## config.mk

```make
export PLATFORM = sky130hd
export DESIGN_NAME = mac_job_sequencer_flat
export DESIGN_NICKNAME = d
export VERILOG_FILES = /design/src/rtl/mac_job_sequencer_pkg.sv /design/src/rtl/mac_job_sequencer_if.sv /design/src/rtl/mac_job_sequencer_mac_handshake.sv /design/src/rtl/mac_job_sequencer.sv /design/src/flat_wrapper.sv
export SDC_FILE = /design/constraint.sdc
export NUM_CORES = 1
export LEC_CHECK = 0
export CAP_MARGIN = 20
export CORE_MARGIN = 1.5
export CORE_UTILIZATION = 50
export DETAILED_ROUTE_END_ITERATION = 6
export HOLD_SLACK_MARGIN = 0.08
export PLACE_DENSITY = 0.83
export SLEW_MARGIN = 40
export SYNTH_ARGS = -nofsm -noshare
export SYNTH_HDL_FRONTEND = slang
export SYNTH_SLANG_ARGS = --single-unit
```

## constraint.sdc

```tcl
create_clock -name clk_12 -period 3.8 [get_ports clk_12]
set_input_delay 0.76 -clock clk_12 [delete_from_list [all_inputs] [get_ports clk_12]]
set_output_delay 0.76 -clock clk_12 [all_outputs]
set_load 0.005 [all_outputs]
```

## src/rtl/mac_job_sequencer_pkg.sv

```systemverilog
// Shared types and constants for the MAC job sequencer: FSM states, handshake
// phases, operand layout within a term and the default MAC timeout.
package mac_job_sequencer_pkg;

    typedef enum logic [3:0] {
        IDLE,
        CLR,
        RD_A,
        LD_A,
        RD_B,
        LD_B,
        RD_C,
        LD_C,
        WAIT_LO,
        WAIT_HI,
        SETTLE,
        STORE,
        DONE
    } state_e;

    typedef enum logic [1:0] {
        HS_IDLE,
        HS_LO,
        HS_HI
    } hs_phase_e;

    // Each term is three consecutive words: A, B, C.
    localparam int OFS_A       = 0;
    localparam int OFS_B       = 1;
    localparam int OFS_C       = 2;
    localparam int TERM_STRIDE = 3;

    localparam int DEFAULT_MAC_TIMEOUT = 63;

endpackage

```

## src/rtl/mac_job_sequencer_if.sv

```systemverilog
// Matrix RAM bus plus MAC datapath strobes shared by the sequencer (master)
// and the RAM/datapath side (slave).
interface mac_job_sequencer_if #(
    parameter int ADDR_W = 12
);
    logic [ADDR_W-1:0] ram_addr;
    logic              ram_rd;
    logic [15:0]       ram_rdata;
    logic              ram_wr;
    logic [15:0]       ram_wdata;
    logic              lda;
    logic              ldb;
    logic              ldc;
    logic              clear_acc;
    logic              macflag;
    logic [15:0]       acc_hi;

    modport master (
        output ram_addr, ram_rd, ram_wr, ram_wdata,
        output lda, ldb, ldc, clear_acc,
        input  ram_rdata, macflag, acc_hi
    );

    modport slave (
        input  ram_addr, ram_rd, ram_wr, ram_wdata,
        input  lda, ldb, ldc, clear_acc,
        output ram_rdata, macflag, acc_hi
    );
endinterface

```

## src/rtl/mac_job_sequencer_mac_handshake.sv

```systemverilog
// Tracks the two MAC handshake phases (macflag falls, then rises) after a go
// pulse, with a per-phase timeout counter that restarts on each phase entry.
module mac_handshake
    import mac_job_sequencer_pkg::*;
#(
    parameter int MAC_TIMEOUT = DEFAULT_MAC_TIMEOUT
) (
    input  logic clk_12,
    input  logic reset_n,
    input  logic go,
    input  logic macflag,
    output logic lo_seen,
    output logic ok,
    output logic timeout
);

    localparam int TW = (MAC_TIMEOUT > 1) ? $clog2(MAC_TIMEOUT + 1) : 1;

    hs_phase_e     phase;
    logic [TW-1:0] timer;

    // Progress wins over a timeout landing in the same cycle.
    assign lo_seen = (phase == HS_LO) && !macflag;
    assign ok      = (phase == HS_HI) && macflag;
    assign timeout = (phase != HS_IDLE) && !lo_seen && !ok &&
                     (timer == TW'(MAC_TIMEOUT));

    // NOTE: non-blocking assignments so every register sees pre-edge values of the others.
    always_ff @(posedge clk_12 or negedge reset_n) begin
        if (!reset_n) begin
            phase <= HS_IDLE;
            timer <= '0;
        end else if (go) begin
            phase <= HS_LO;
            timer <= '0;
        end else if (lo_seen) begin
            phase <= HS_HI;
            timer <= '0;
        end else if (ok || timeout) begin
            phase <= HS_IDLE;
            timer <= '0;
        end else if (phase != HS_IDLE) begin
            timer <= timer + TW'(1);
        end
    end

endmodule

```

## src/rtl/mac_job_sequencer.sv

```systemverilog
// Walks a job of N A/B/C operand triples through the MAC datapath and writes
// the high accumulator word after the last term. All outputs are registered.
module mac_job_sequencer
    import mac_job_sequencer_pkg::*;
#(
    parameter int ADDR_W      = 12,
    parameter int CNT_W       = 8,
    parameter int MAC_TIMEOUT = DEFAULT_MAC_TIMEOUT
) (
    input  logic                clk_12,
    input  logic                reset_n,
    input  logic                start,
    input  logic [ADDR_W-1:0]   base_addr,
    input  logic [CNT_W-1:0]    term_count,
    output logic                busy,
    output logic                done,
    output logic                error,
    mac_job_sequencer_if.master bus
);

    state_e            state;
    logic [ADDR_W-1:0] ptr;
    logic [CNT_W-1:0]  remaining;

    logic [ADDR_W-1:0] ram_addr;
    logic              ram_rd;
    logic              ram_wr;
    logic [15:0]       ram_wdata;
    logic              lda;
    logic              ldb;
    logic              ldc;
    logic              clear_acc;

    logic hs_go;
    logic hs_lo_seen;
    logic hs_ok;
    logic hs_timeout;

    assign bus.ram_addr  = ram_addr;
    assign bus.ram_rd    = ram_rd;
    assign bus.ram_wr    = ram_wr;
    assign bus.ram_wdata = ram_wdata;
    assign bus.lda       = lda;
    assign bus.ldb       = ldb;
    assign bus.ldc       = ldc;
    assign bus.clear_acc = clear_acc;

    // The handshake is armed on the same edge that moves LD_C into WAIT_LO.
    assign hs_go = (state == LD_C);

    mac_handshake #(
        .MAC_TIMEOUT (MAC_TIMEOUT)
    ) u_handshake (
        .clk_12  (clk_12),
        .reset_n (reset_n),
        .go      (hs_go),
        .macflag (bus.macflag),
        .lo_seen (hs_lo_seen),
        .ok      (hs_ok),
        .timeout (hs_timeout)
    );

    // ptr holds the base of the current term; it advances by one stride when
    // the C read is issued, so after the last term it points at the result slot.
    always_ff @(posedge clk_12 or negedge reset_n) begin
        if (!reset_n) begin
            state     <= IDLE;
            ptr       <= '0;
            remaining <= '0;
            busy      <= 1'b0;
            done      <= 1'b0;
            error     <= 1'b0;
            ram_addr  <= '0;
            ram_rd    <= 1'b0;
            ram_wr    <= 1'b0;
            ram_wdata <= '0;
            lda       <= 1'b0;
            ldb       <= 1'b0;
            ldc       <= 1'b0;
            clear_acc <= 1'b0;
        end else begin
            // NOTE: strobes default low every cycle; each branch raises only those of the state it enters.
            done      <= 1'b0;
            ram_rd    <= 1'b0;
            ram_wr    <= 1'b0;
            lda       <= 1'b0;
            ldb       <= 1'b0;
            ldc       <= 1'b0;
            clear_acc <= 1'b0;

            case (state)
                IDLE: begin
                    if (start) begin
                        ptr       <= base_addr;
                        remaining <= term_count;
                        error     <= 1'b0;
                        busy      <= 1'b1;
                        clear_acc <= 1'b1;
                        state     <= CLR;
                    end
                end
                CLR: begin
                    if (remaining == '0) begin
                        // The accumulator was cleared on this edge, so the stored word is zero.
                        ram_addr  <= ptr;
                        ram_wr    <= 1'b1;
                        ram_wdata <= '0;
                        state     <= STORE;
                    end else begin
                        ram_addr <= ptr + ADDR_W'(OFS_A);
                        ram_rd   <= 1'b1;
                        state    <= RD_A;
                    end
                end
                RD_A: begin
                    lda   <= 1'b1;
                    state <= LD_A;
                end
                LD_A: begin
                    ram_addr <= ptr + ADDR_W'(OFS_B);
                    ram_rd   <= 1'b1;
                    state    <= RD_B;
                end
                RD_B: begin
                    ldb   <= 1'b1;
                    state <= LD_B;
                end
                LD_B: begin
                    ram_addr <= ptr + ADDR_W'(OFS_C);
                    ram_rd   <= 1'b1;
                    ptr      <= ptr + ADDR_W'(TERM_STRIDE);
                    state    <= RD_C;
                end
                RD_C: begin
                    ldc   <= 1'b1;
                    state <= LD_C;
                end
                LD_C: begin
                    state <= WAIT_LO;
                end
                WAIT_LO: begin
                    if (hs_timeout) begin
                        error <= 1'b1;
                        busy  <= 1'b0;
                        done  <= 1'b1;
                        state <= DONE;
                    end else if (hs_lo_seen) begin
                        state <= WAIT_HI;
                    end
                end
                WAIT_HI: begin
                    if (hs_timeout) begin
                        error <= 1'b1;
                        busy  <= 1'b0;
                        done  <= 1'b1;
                        state <= DONE;
                    end else if (hs_ok) begin
                        state <= SETTLE;
                    end
                end
                SETTLE: begin
                    remaining <= remaining - CNT_W'(1);
                    if (remaining == CNT_W'(1)) begin
                        ram_addr  <= ptr;
                        ram_wr    <= 1'b1;
                        ram_wdata <= bus.acc_hi;
                        state     <= STORE;
                    end else begin
                        ram_addr <= ptr + ADDR_W'(OFS_A);
                        ram_rd   <= 1'b1;
                        state    <= RD_A;
                    end
                end
                STORE: begin
                    busy  <= 1'b0;
                    done  <= 1'b1;
                    state <= DONE;
                end
                DONE: begin
                    state <= IDLE;
                end
                default: begin
                    busy  <= 1'b0;
                    state <= IDLE;
                end
            endcase
        end
    end

endmodule

```

## src/flat_wrapper.sv

```systemverilog
// flat-port wrapper written by rule: the top's interface ports become plain ports
module mac_job_sequencer_flat import mac_job_sequencer_pkg::*;
#(
    parameter int ADDR_W      = 12,
    parameter int CNT_W       = 8,
    parameter int MAC_TIMEOUT = DEFAULT_MAC_TIMEOUT
)
  (clk_12, reset_n, start, base_addr, term_count, busy, done, error, bus_ram_addr, bus_ram_rd, bus_ram_wr, bus_ram_wdata, bus_lda, bus_ldb, bus_ldc, bus_clear_acc, bus_ram_rdata, bus_macflag, bus_acc_hi);
  mac_job_sequencer_if #(.ADDR_W(ADDR_W)) bus_i ();
  input  logic clk_12;
  input  logic reset_n;
  input  logic start;
  input  logic [ADDR_W-1:0] base_addr;
  input  logic [CNT_W-1:0] term_count;
  output logic busy;
  output logic done;
  output logic error;
  output wire logic [$bits(bus_i.ram_addr)-1:0] bus_ram_addr;
  output wire logic [$bits(bus_i.ram_rd)-1:0] bus_ram_rd;
  output wire logic [$bits(bus_i.ram_wr)-1:0] bus_ram_wr;
  output wire logic [$bits(bus_i.ram_wdata)-1:0] bus_ram_wdata;
  output wire logic [$bits(bus_i.lda)-1:0] bus_lda;
  output wire logic [$bits(bus_i.ldb)-1:0] bus_ldb;
  output wire logic [$bits(bus_i.ldc)-1:0] bus_ldc;
  output wire logic [$bits(bus_i.clear_acc)-1:0] bus_clear_acc;
  input wire logic [$bits(bus_i.ram_rdata)-1:0] bus_ram_rdata;
  input wire logic [$bits(bus_i.macflag)-1:0] bus_macflag;
  input wire logic [$bits(bus_i.acc_hi)-1:0] bus_acc_hi;
  assign bus_ram_addr = bus_i.ram_addr;
  assign bus_ram_rd = bus_i.ram_rd;
  assign bus_ram_wr = bus_i.ram_wr;
  assign bus_ram_wdata = bus_i.ram_wdata;
  assign bus_lda = bus_i.lda;
  assign bus_ldb = bus_i.ldb;
  assign bus_ldc = bus_i.ldc;
  assign bus_clear_acc = bus_i.clear_acc;
  assign bus_i.ram_rdata = bus_ram_rdata;
  assign bus_i.macflag = bus_macflag;
  assign bus_i.acc_hi = bus_acc_hi;
  mac_job_sequencer #(.ADDR_W(ADDR_W), .CNT_W(CNT_W), .MAC_TIMEOUT(MAC_TIMEOUT)) u_core (.clk_12(clk_12), .reset_n(reset_n), .start(start), .base_addr(base_addr), .term_count(term_count), .busy(busy), .done(done), .error(error), .bus(bus_i));
endmodule
```

==> results.ini <==
[run_status]
outcome=completed

[placed_design]
routabilityCongestion=0.9148
place_ws_ns=1.319
dp.cells=609
dp_hpwl_mm=7.218
io_buffer_count=76

[critical_path]
cp-start-kind=flip-flop
cp.depth=4
path_buf_inv=0
max_stage_delay_ns=0.84
r2r-end=u_core.bus.ram_addr[6]
crit_path_end=u_core.bus.ram_addr[6]
critPathTopFamily=simple AND/OR/NAND/NOR gates
cpMaxStageDelayCell=dfrtp_1
path_max_fanout=26
cp_cell_sequence=nand4bb_1 -> o32ai_1 -> or4_1 -> a31oi_1
endpoint_kind=flip-flop
ff2ff_path_depth=4
path_class=reg2reg
rrSetupSlack_ns=1.30
arrival_ns=2.76
required_ns=4.06
crit_start=u_core.state[3]
worst_r2r_startpoint=u_core.state[3]

[global_route]
grt_pass1_wl_mm=16.77
grt_pass1_vias=3577
grt_overflow=0
grtUsageTotal_pct=24.60
antenna_found_initial=0
grt_start_max_net_pins=40

[clock_tree]
cts_inserted_buffers=9
cts_tree=done
cts_resized=0
cts_sinks=69
clock_path_buffers=2
h-tree-depth=3
worstSkewPairLatency_ns=0.34
path_clk_slew_ns=0.07
post-cts-setup-buffers=0
ctsRootBufferMaster=clkbuf_8
hold_buffers=0

[sta]
finalCriticalPeriod_ns=2.500
fin_crit_sh_pct=65.78
fin_setup_tns_ns=0
fmax_mhz=400.1
setup_viol=0
finalHoldViolCount=0
setup_slack_ns=1.300
rsz0062_at_grt=false
worst_pin_slew_ns=0.7624
worst_clock_skew_ns=0.01012
relSlewSlack_pct=49.17
drv_slew=0

[layout]
fin_nets=582
fillers=652
area_growth_pct=23.22
final-seq-area_sq_um=1728
drive_gt1_share_pct=7.471
num_antenna_cells=0
multi_input_area_sq_um=2093
final_cells=624
utilization_pct=63.85

[drt]
via_per_inst=6.022
drt_first_pass_iters=5
wl_per_cell_microns=16.42
dr_total_vias=3758
drc=0
drtIter0Drc=302
drt-total-wl_mm=10.24
ant_nets=0

[logic_synthesis]
ys_seq_area_share_pct=42.90
synth-seq-cells=69
synth.cell_area_sq_um=4025
synthCells=459
synth_edf_count=0
yosysWarnings=0
yosys.cell_types.count=68
avgSynthCellArea_sq_um=8.769
syn-num-nets=523
yosys_most_used_dff=dfrtp_1
postSynth.asyncResetShare_pct=100.0

[power_and_ir_drop]
vdd.ir_drop.worst_v=0.0003065
power.density_nw_per_um2=695.8
leakage_nw=1.970

[floorplanning]
start_util_pct=51.82
die_w_microns=92.73
die_h_microns=92.73
coreArea_sq_um=7767
rows=32
num_io_pins=93
die-area_sq_um=8598

[job]
drv_cap=0

[worst_hold_path]
hold_path_class=in2async

how the worst min path moves through the flow:
stage / start / endpoint / cells after the start
final: reset_n / u_core.bus.clear_acc / 1
after global routing: reset_n / u_core.ptr[5] / 1
after CTS: reset_n / u_core.bus.ram_addr[4] / 1
after detailed placement: u_core.bus.ram_wdata[0] / u_core.bus.ram_wdata[0] / 2
after global placement: u_core.bus.ram_wdata[10] / u_core.bus.ram_wdata[10] / 2
after floorplan: reset_n / u_core.bus.clear_acc / 0
metrics by stage:
step                power, W  hold slack (ns)  area [sq um]
floorplan           0.002393           0.4644          4025
global placement    0.002861           0.4631          4797
detailed placement  0.002931           0.4735          4800
CTS                 0.003447           0.3890          4959
global route        0.003718           0.4165          4960
finish              0.003451           0.3757          4960
worst register-to-register path, stage by stage, from the launching register on:
cell       delay [ns]
dfrtp_1          0.84
nand4bb_1        0.58
o32ai_1          0.30
or4_1            0.52
a31oi_1          0.18
cell families (layout without fill, tap and decap cells):
| kind of cell | after synthesis | after routing | synth area share, % |
|---|---|---|---|
| AO/OA/AOI/OAI | 138 | 138 | 23.22 |
| buffers and inverters | 48 | 111 | 5.253 |
| multiplexers | 4 | 4 | 1.026 |
| flip-flops | 69 | 69 | 42.90 |
| AND/OR/NAND/NOR | 188 | 188 | 24.25 |
| adder cells (fa/ha/maj) | 8 | 8 | 2.487 |
| XOR/XNOR | 4 | 4 | 0.8705 |
routing by layer:
| layer | part of all wire [%] | GRT usage, % |
|---|---|---|
| met1 | 42 | 32.14 |
| met2 | 50 | 40.01 |
| met3 | 5.8 | 5.583 |
| met4 | 2.0 | 8.965 |
| met5 | 0 | 0 |
cells in the final DEF, fill, tap and decap left out, types with 4 or more instances in the layout:
| cell | Yosys | final |
|---|---|---|
| nand3_1 | 14 | 14 |
| o21ai_0 | 39 | 39 |
| o21a_1 | 4 | 4 |
| buf_4 | 3 | 6 |
| a21oi_1 | 22 | 22 |
| a211oi_1 | 7 | 7 |
| ha_1 | 8 | 8 |
| nand2_1 | 64 | 64 |
| dfrtp_1 | 69 | 68 |
| a31oi_1 | 10 | 10 |
| nand2b_1 | 7 | 7 |
| nand4_1 | 7 | 7 |
| o211ai_1 | 9 | 9 |
| inv_1 | 14 | 14 |
| o221a_2 | 6 | 6 |
| nor2_1 | 38 | 38 |
| clkbuf_8 | 0 | 10 |
| o31ai_1 | 6 | 6 |
| and3_1 | 6 | 6 |
| clkdlybuf4s50_1 | 0 | 75 |
| or4_1 | 7 | 7 |
| nor3_1 | 14 | 14 |
| o311ai_0 | 5 | 5 |
synth_stat cells (4+ instances only):
master / n / area share, %
o221a_2: 6 / 1.7
clkbuf_1: 19 / 1.8
nor2_1: 38 / 3.5
a211oi_1: 7 / 1.3
nand2_1: 64 / 6.0
a31oi_1: 10 / 1.6
inv_1: 14 / 1.3
ha_1: 8 / 2.5
o21ai_0: 39 / 4.8
a21oi_1: 22 / 2.7
nor3_1: 14 / 1.7
nand4_1: 7 / 1.1
nand2b_1: 7 / 1.1
or4_1: 7 / 1.3
dfrtp_1: 69 / 43
o21a_1: 4 / 0.75
nand3_1: 14 / 1.7
and3_1: 6 / 0.93
o311ai_0: 5 / 1.1
buf_2: 10 / 1.2
o31ai_1: 6 / 1.1
o211ai_1: 9 / 1.7
sequential cells by signal, summed over array words and instances (netlist names), 2 cells and up:
register / cells
u_core.bus.ram_wdata: 16
u_core.bus.ram_addr: 12
u_core.ptr: 12
u_core.remaining: 8
u_core.u_handshake.timer: 6
u_core.state: 4
u_core.u_handshake.phase: 2
power breakdown:
group / total [W] / leakage, nW / switching [W] / internal (W)
Clock: 0.000509 / 0.0833 / 0.000259 / 0.000250
Combinational: 0.00152 / 1.11 / 0.000779 / 0.000743
Sequential: 0.00142 / 0.774 / 0.000429 / 0.000991
Total: 0.00345 / 1.97 / 0.00147 / 0.00198
layout make-up:
| cell class | instances | area share, % |
|---|---|---|
| repair buffers | 81 | 16.04 |
| clock buffers | 13 | 3.002 |
| inverters | 15 | 1.135 |
| well taps | 102 | 2.573 |
| flip-flops and latches | 69 | 34.84 |
| multi-input cells | 342 | 42.20 |
| clock inverters | 2 | 0.2018 |
Power figures use the tool's default switching activity.
